<file path="config.mk">
export PLATFORM = sky130hd
export DESIGN_NAME = fib_gen
export DESIGN_NICKNAME = d
export VERILOG_FILES = /design/src/rtl/fib_gen.sv
export SDC_FILE = /design/constraint.sdc
export NUM_CORES = 1
export LEC_CHECK = 0
export ABC_CLOCK_PERIOD_IN_PS = 3650
export BUFFER_PORTS_ARGS = -buffer_cell sky130_fd_sc_hd__buf_4
export CAP_MARGIN = 20
export CORE_ASPECT_RATIO = 1.1
export CORE_MARGIN = 4
export CORE_UTILIZATION = 57
export DETAILED_ROUTE_END_ITERATION = 12
export GPL_ROUTABILITY_DRIVEN = 0
export GPL_TIMING_DRIVEN = 0
export PLACE_DENSITY = 0.81
export SLEW_MARGIN = 15
export SYNTH_ARGS = -nofsm -noshare
export SYNTH_HDL_FRONTEND = slang
export SYNTH_SLANG_ARGS = --single-unit
export TNS_END_PERCENT = 10
</file>
<file path="constraint.sdc">
create_clock -name clk -period 3.65 [get_ports clk]
set_clock_uncertainty 0.2 [all_clocks]
set_input_delay 0.365 -clock clk [delete_from_list [all_inputs] [get_ports clk]]
set_output_delay 0.365 -clock clk [all_outputs]
set_load 0.01 [all_outputs]
</file>
<file path="src/rtl/fib_gen.sv">
// Generalised Fibonacci term generator: T(k) = T(k-1) + T(k-2) with run-time seeds.
// Go/done handshake, abort, sticky overflow and optional saturation with early exit.
module fib_gen #(
  parameter int unsigned INPUT_WIDTH  = 6,
  parameter int unsigned OUTPUT_WIDTH = 32,
  parameter int unsigned SATURATE     = 0
) (
  input  logic                    clk,
  input  logic                    rst,
  input  logic                    go,
  input  logic                    abort,
  input  logic [INPUT_WIDTH-1:0]  n,
  input  logic [OUTPUT_WIDTH-1:0] seed0,
  input  logic [OUTPUT_WIDTH-1:0] seed1,
  output logic [OUTPUT_WIDTH-1:0] result,
  output logic                    overflow,
  output logic                    busy,
  output logic                    done
);

  typedef enum logic [1:0] {StIdle, StCalc, StDone} state_e;

  state_e                  state_q, state_d;
  logic [INPUT_WIDTH-1:0]  n_q, n_d;
  logic [INPUT_WIDTH-1:0]  i_q, i_d;
  logic [OUTPUT_WIDTH-1:0] x_q, x_d;
  logic [OUTPUT_WIDTH-1:0] y_q, y_d;
  logic [OUTPUT_WIDTH-1:0] result_q, result_d;
  logic                    ovf_q, ovf_d;
  logic                    done_q, done_d;
  logic                    setup_q, setup_d;
  logic [OUTPUT_WIDTH:0]   sum;

  assign sum = {1'b0, x_q} + {1'b0, y_q};

  always_comb begin
    state_d  = state_q;
    n_d      = n_q;
    i_d      = i_q;
    x_d      = x_q;
    y_d      = y_q;
    result_d = result_q;
    ovf_d    = ovf_q;
    done_d   = done_q;
    setup_d  = setup_q;

    unique case (state_q)
      StIdle, StDone: begin
        if (go) begin
          n_d     = n;
          x_d     = seed0;
          y_d     = seed1;
          i_d     = INPUT_WIDTH'(1);
          ovf_d   = 1'b0;
          done_d  = 1'b0;
          setup_d = 1'b1;
          state_d = StCalc;
        end
      end
      StCalc: begin
        if (abort) begin
          // Abort wins over everything else; result keeps its previous value.
          done_d  = 1'b0;
          ovf_d   = 1'b0;
          setup_d = 1'b0;
          state_d = StIdle;
        end else if (setup_q) begin
          // First CALC cycle only settles the captured operands; steps start next edge.
          setup_d = 1'b0;
        end else if (i_q >= n_q) begin
          result_d = (n_q == '0) ? x_q : y_q;
          done_d   = 1'b1;
          state_d  = StDone;
        end else if (sum[OUTPUT_WIDTH] && (SATURATE != 0)) begin
          ovf_d    = 1'b1;
          result_d = '1;
          done_d   = 1'b1;
          state_d  = StDone;
        end else begin
          if (sum[OUTPUT_WIDTH]) begin
            ovf_d = 1'b1;
          end
          x_d = y_q;
          y_d = sum[OUTPUT_WIDTH-1:0];
          i_d = i_q + INPUT_WIDTH'(1);
        end
      end
      default: state_d = StIdle;
    endcase
  end

  always_ff @(posedge clk) begin
    if (rst) begin
      state_q  <= StIdle;
      n_q      <= '0;
      i_q      <= '0;
      x_q      <= '0;
      y_q      <= '0;
      result_q <= '0;
      ovf_q    <= 1'b0;
      done_q   <= 1'b0;
      setup_q  <= 1'b0;
    end else begin
      state_q  <= state_d;
      n_q      <= n_d;
      i_q      <= i_d;
      x_q      <= x_d;
      y_q      <= y_d;
      result_q <= result_d;
      ovf_q    <= ovf_d;
      done_q   <= done_d;
      setup_q  <= setup_d;
    end
  end

  assign result   = result_q;
  assign overflow = ovf_q;
  assign busy     = (state_q == StCalc);
  assign done     = done_q;

endmodule
</file>
# Word-level counts from Yosys, hierarchy flattened
# Cells that the tools add are included.
[word_totals] regBits=113 latchBits=0 ram_bits=0 rom_bits=0 input_bits=74 elab_cells=68 mem_count=0
[op_classes] addsub=2 n_mul=0 div_mod_pow=0 order_cmp=1 eq_ne=10 n_shift=0 muxes=33 n_bitwise=2 reduce_logical=11
[ops] cell="$mux 32" n=9
[ops] cell="$pmux 32 s2" n=2
[ops] cell="$add 32x32->33" n=1
[ops] cell="$mux 6" n=4
[ops] cell="$pmux 6 s2" n=1
[ops] cell="$reduce_and 5->1" n=2
[ops] cell="$mux 1" n=9
[ops] cell="$mux 2" n=4
[ops] cell="$ne 2x2->1 const B" n=4
[ops] cell="$reduce_and 4->1" n=2
[ops] cell="$add 6x1->6 const B" n=1
[ops] cell="$ge 6x6->1" n=1
[ops] cell="$logic_not 6->1" n=1
[ops] cell="$ne 3x2->1 const B" n=2
[ops] cell="$ne 3x3->1 const B" n=2
[ops] cell="$pmux 1 s2" n=3
[ops] cell="$pmux 2 s2" n=1
[ops] cell="$reduce_and 2->1" n=2
[ops] cell="$reduce_and 3->1" n=1
[ops] cell="$eq 2x1->1 const B" n=1
[ops] cell="$eq 2x2->1 const B" n=1
[ops] cell="$logic_not 2->1" n=1
[ops] cell="$not 1->1" n=2
[ops] cell="$reduce_bool 2->1" n=1
[ops] cell="$reduce_or 2->1" n=1

# Logic depth before layout (Yosys ltp)
[logic_depth] depth_word=6 depth_mapped=11

# Worst setup path after synthesis
# OpenSTA, ideal clock, no wires.
[synth_timing] path_type="reg2reg" start="register y_q[0]" end="register y_q[28]" setup_ns=0.095 arrival_time_ns=2.391 setup_slack_ns=0.964 stages_incl_launch_ff=11 period_less_slack_ns=2.686 cell_sequence="dfxtp_1 -> ha_1 -> inv_1 -> fa_1 -> nand2b_1 -> a21oi_2 -> o21ai_2 -> o31ai_4 -> a31oi_1 -> or4_1 -> o311ai_1"
[synth_via] elab_chain_len=5
[synth_lines] item="from (decl)" line="27" source="logic [OUTPUT_WIDTH-1:0] y_q, y_d;"
[synth_lines] item="from (signal assigned)" line="108" source="y_q <= y_d;"
[synth_lines] item="$add 32x32->33" line="34" source="assign sum = {1'b0, x_q} + {1'b0, y_q};"
[synth_lines] item="$mux 32" line="70" source="end else if (i_q >= n_q) begin"
[synth_lines] item="$mux 32" line="67" source="end else if (setup_q) begin"
[synth_lines] item="$mux 32" line="61" source="if (abort) begin"
[synth_lines] item="$pmux 32 s2" line="47" source="unique case (state_q)"
# No other way between the ends. The select of a mux whose other input is x is not followed.
# A chain may end at the register's enable or synchronous reset.

# Worst setup path in the final report
# Ends and elaborated chain as after synthesis.

==> results.toml <==
[synth]
async_flop_share_pct = 0
synthCells = 802
synth-edff-count = 0
synthFlopType = "dfxtp_1"
ys.warnings.count = 0
ys_types = 54
synth_area_mm2 = 0.00649
avgSynthCellArea_um2 = 8.09
ys_seq_elements = 113
syn_nets = 916
synth-seq-area-share_pct = 34.9

[place]
dp_cells = 1056
dp_worst_setup_slack_ns = 0.577
io_buffers = 107
hpwlAfterDp_um = 14500

[cts]
insertion_delay_ns = 0.43
path_clk_slew_ns = 0.06
cts_resized = 0
clock_path_buffers = 2
cts-root-buf = "clkbuf_16"
cts_buffers = 17
h-tree-depth = 4
cts_tree = "yes"
cts_sinks = 113

[layout]
fin_util_pct = 74.1
synthToLayoutAreaGrowth_pct = 25.8
drive_above_1_share_pct = 16.4
insertedDiodeCount = 0
finalNonFillerCells = 1097
nets = 1051
final.fill_count = 837

[critical_path]
required_ns = 3.78
cp-start-kind = "flip-flop"
slowest_stage = "or4_1"
slowest_delay_ns = 0.50
crit_type = "reg2reg"
critPathTopFamily = "compound AO/OA/AOI/OAI gates"
worstPathCellList = "ha_1, inv_1, fa_1, nand2b_1, a21oi_2, o21ai_2, o31ai_4, a31oi_1, or4_1, o311ai_1"
arrival_ns = 3.27
endpoint_kind = "flip-flop"
path_max_fanout = 5
worst-path-buf-inv = 1

[die]
io_pins = 109
initial_core_util_pct = 58.9
die_y_um = 120
die-area_mm2 = 0.0132
rows = 40
die_x_um = 110
core_area_mm2 = 0.0110

[routing]
dr.first_iter.drc_count = 426
post_drt_wl_per_cell_um = 17.8
drt_pass1_iterations = 7
ant_nets = 0
dr_total_vias = 6680
via_per_inst = 6.09
wl_um = 19600
drc = 0

[pwr]
powerDensity_mw_per_mm2 = 464
ir_drop_mv = 0.360
total_power_mw = 3.78
power.leakage_nw = 3.36

[timing]
hold_viol = 0
fin_crit_ns = 3.14
rsz0062_at_grt = "no"
slew_headroom_pct = 40.6
post-route-period-util_pct = 85.9
finalMaxSlewViolations = 0
max_freq_ghz = 0.319
worstMarginPinSlew_ns = 0.891
setup_ws_ns = 0.513
finalSetupTns_ns = 0
setup_viol = 0

[global_routing]
grt_remaining_overflow = 0
grt_pass1_vias = 6626
grt_pass1_wl_um = 31800
grt_max_degree = 17
grt_usage_pct = 30.7
antenna_found_initial = 0

[status]
outcome = "finished clean"

[job]
cap_violations = 0

[hold_path]
min_path_type = "in2reg"
## kinds of logic after synthesis
kind of cell | after synthesis | synth area share (%)
buffers and inverters | 66 | 4.15
muxes | 41 | 6.32
and+or+nand+nor | 231 | 15.4
DFF | 113 | 34.9
xor gates and xnor gates | 27 | 3.64
AOI/OAI and AO/OA | 284 | 27.8
adders and majority gates | 40 | 7.83
## routing by layer
layer	GRT usage, %	up-vias	wire [um]
li1	-	3206	-
met1	37.6	3100	7760
met2	49.9	311	9380
met3	9.14	63	1840
met4	12.9	0	598
met5	0	-	0
## worst register-to-register path: cells and delay by family, from the launching register on
family                   cells  cell delay, ns
AO/OA/AOI/OAI                5            1.09
buffers and inverters        1            0.07
flip-flops                   1            0.38
AND/OR/NAND/NOR              2            0.71
adder cells (fa/ha/maj)      2            0.59
## area by class of cell
type	instances	area, um^2	area share, %
sequential	113	2260	27.7
clock buffer	18	429	5.26
buffer	47	198	2.42
multi-input combinational	623	3960	48.5
clock inverter	14	166	2.04
inverter	19	71.3	0.874
timing repair buffer	116	893	10.9
tap	147	184	2.25
## cells in the mapped netlist (all sizes together) (11+ instances only)
library cell,number,area [um^2]
dfxtp,113,2260
a21oi,99,511
nand2,98,368
nor2,80,300
a211oi,47,353
o21ai,42,214
mux2i,41,410
a22oi,40,300
ha,39,488
clkbuf,35,131
inv,19,71.3
o22ai,15,93.8
xor2,15,131
buf,12,66.3
xnor2,12,105
a21o,11,82.6
## repair_timing
| action | CTS | global route |
|---|---|---|
| hold buffers | 9 | 0 |
| endpoints found under the setup margin | 0 | 0 |
| buffers inserted | 0 | 0 |
| endpoints found under the hold margin | 10 | 0 |
## power breakdown
group,total (mW),switching [mW],internal [mW],leakage [nW]
Combinational,0.720,0.413,0.307,2.15
Sequential,1.39,0.0753,1.31,0.926
Clock,1.67,0.607,1.07,0.282
Total,3.78,1.10,2.69,3.36
## stage by stage
stage	area, um^2	hold slack (ns)
after floorplan	6490	0.236
after global placement	7480	0.247
after detailed placement	7480	0.260
after CTS	8160	0.00938
after global routing	8160	0.0296
final	8160	0.0126
## final timing paths
path | slack, ns | from | to | cells past startpoint
setup / recovery | 0.51 | y_q[0]$_SDFFE_PP0P_ | y_q[28]$_SDFFE_PP0P_ | 10
hold reg to reg | 0.27 | n_q[5]$_SDFFE_PP0P_ | n_q[5]$_SDFFE_PP0P_ | 2
hold / removal | 0.01 | seed1[6] | y_q[6]$_SDFFE_PP0P_ | 3
setup reg to reg | 0.51 | y_q[0]$_SDFFE_PP0P_ | y_q[28]$_SDFFE_PP0P_ | 10
## layout by cell type, fill, tap and decap left out, types with 2 or more instances in the layout
cell,n
dfxtp_1,113
buf_4,110
nand2_1,98
a21oi_1,97
nor2_1,80
a211oi_1,47
mux2i_1,41
a22oi_1,40
o21ai_0,39
ha_1,39
clkbuf_1,36
inv_1,19
clkbuf_16,17
xor2_1,15
o22ai_1,15
xnor2_1,12
a21o_1,11
dlygate4sd3_1,9
nand2b_1,8
buf_2,8
nand4_1,7
nor3_1,6
nand3_1,6
or3_1,6
o211ai_1,5
a31oi_1,5
nor2b_1,4
nor4_1,4
a2111oi_0,4
clkinvlp_4,4
clkinv_2,4
and3_1,3
o21bai_1,3
clkinv_4,3
bufinv_16,3
o21ai_1,2
or2_1,2
and2_1,2
a32oi_1,2
## state kept, by name (all words and copies together), names as in the netlist
signal,flops
result,32
x_q,32
y_q,32
i_q,6
n_q,6
state_q,2
done,1
overflow,1
setup_q,1
Power figures use the tool's default switching activity.
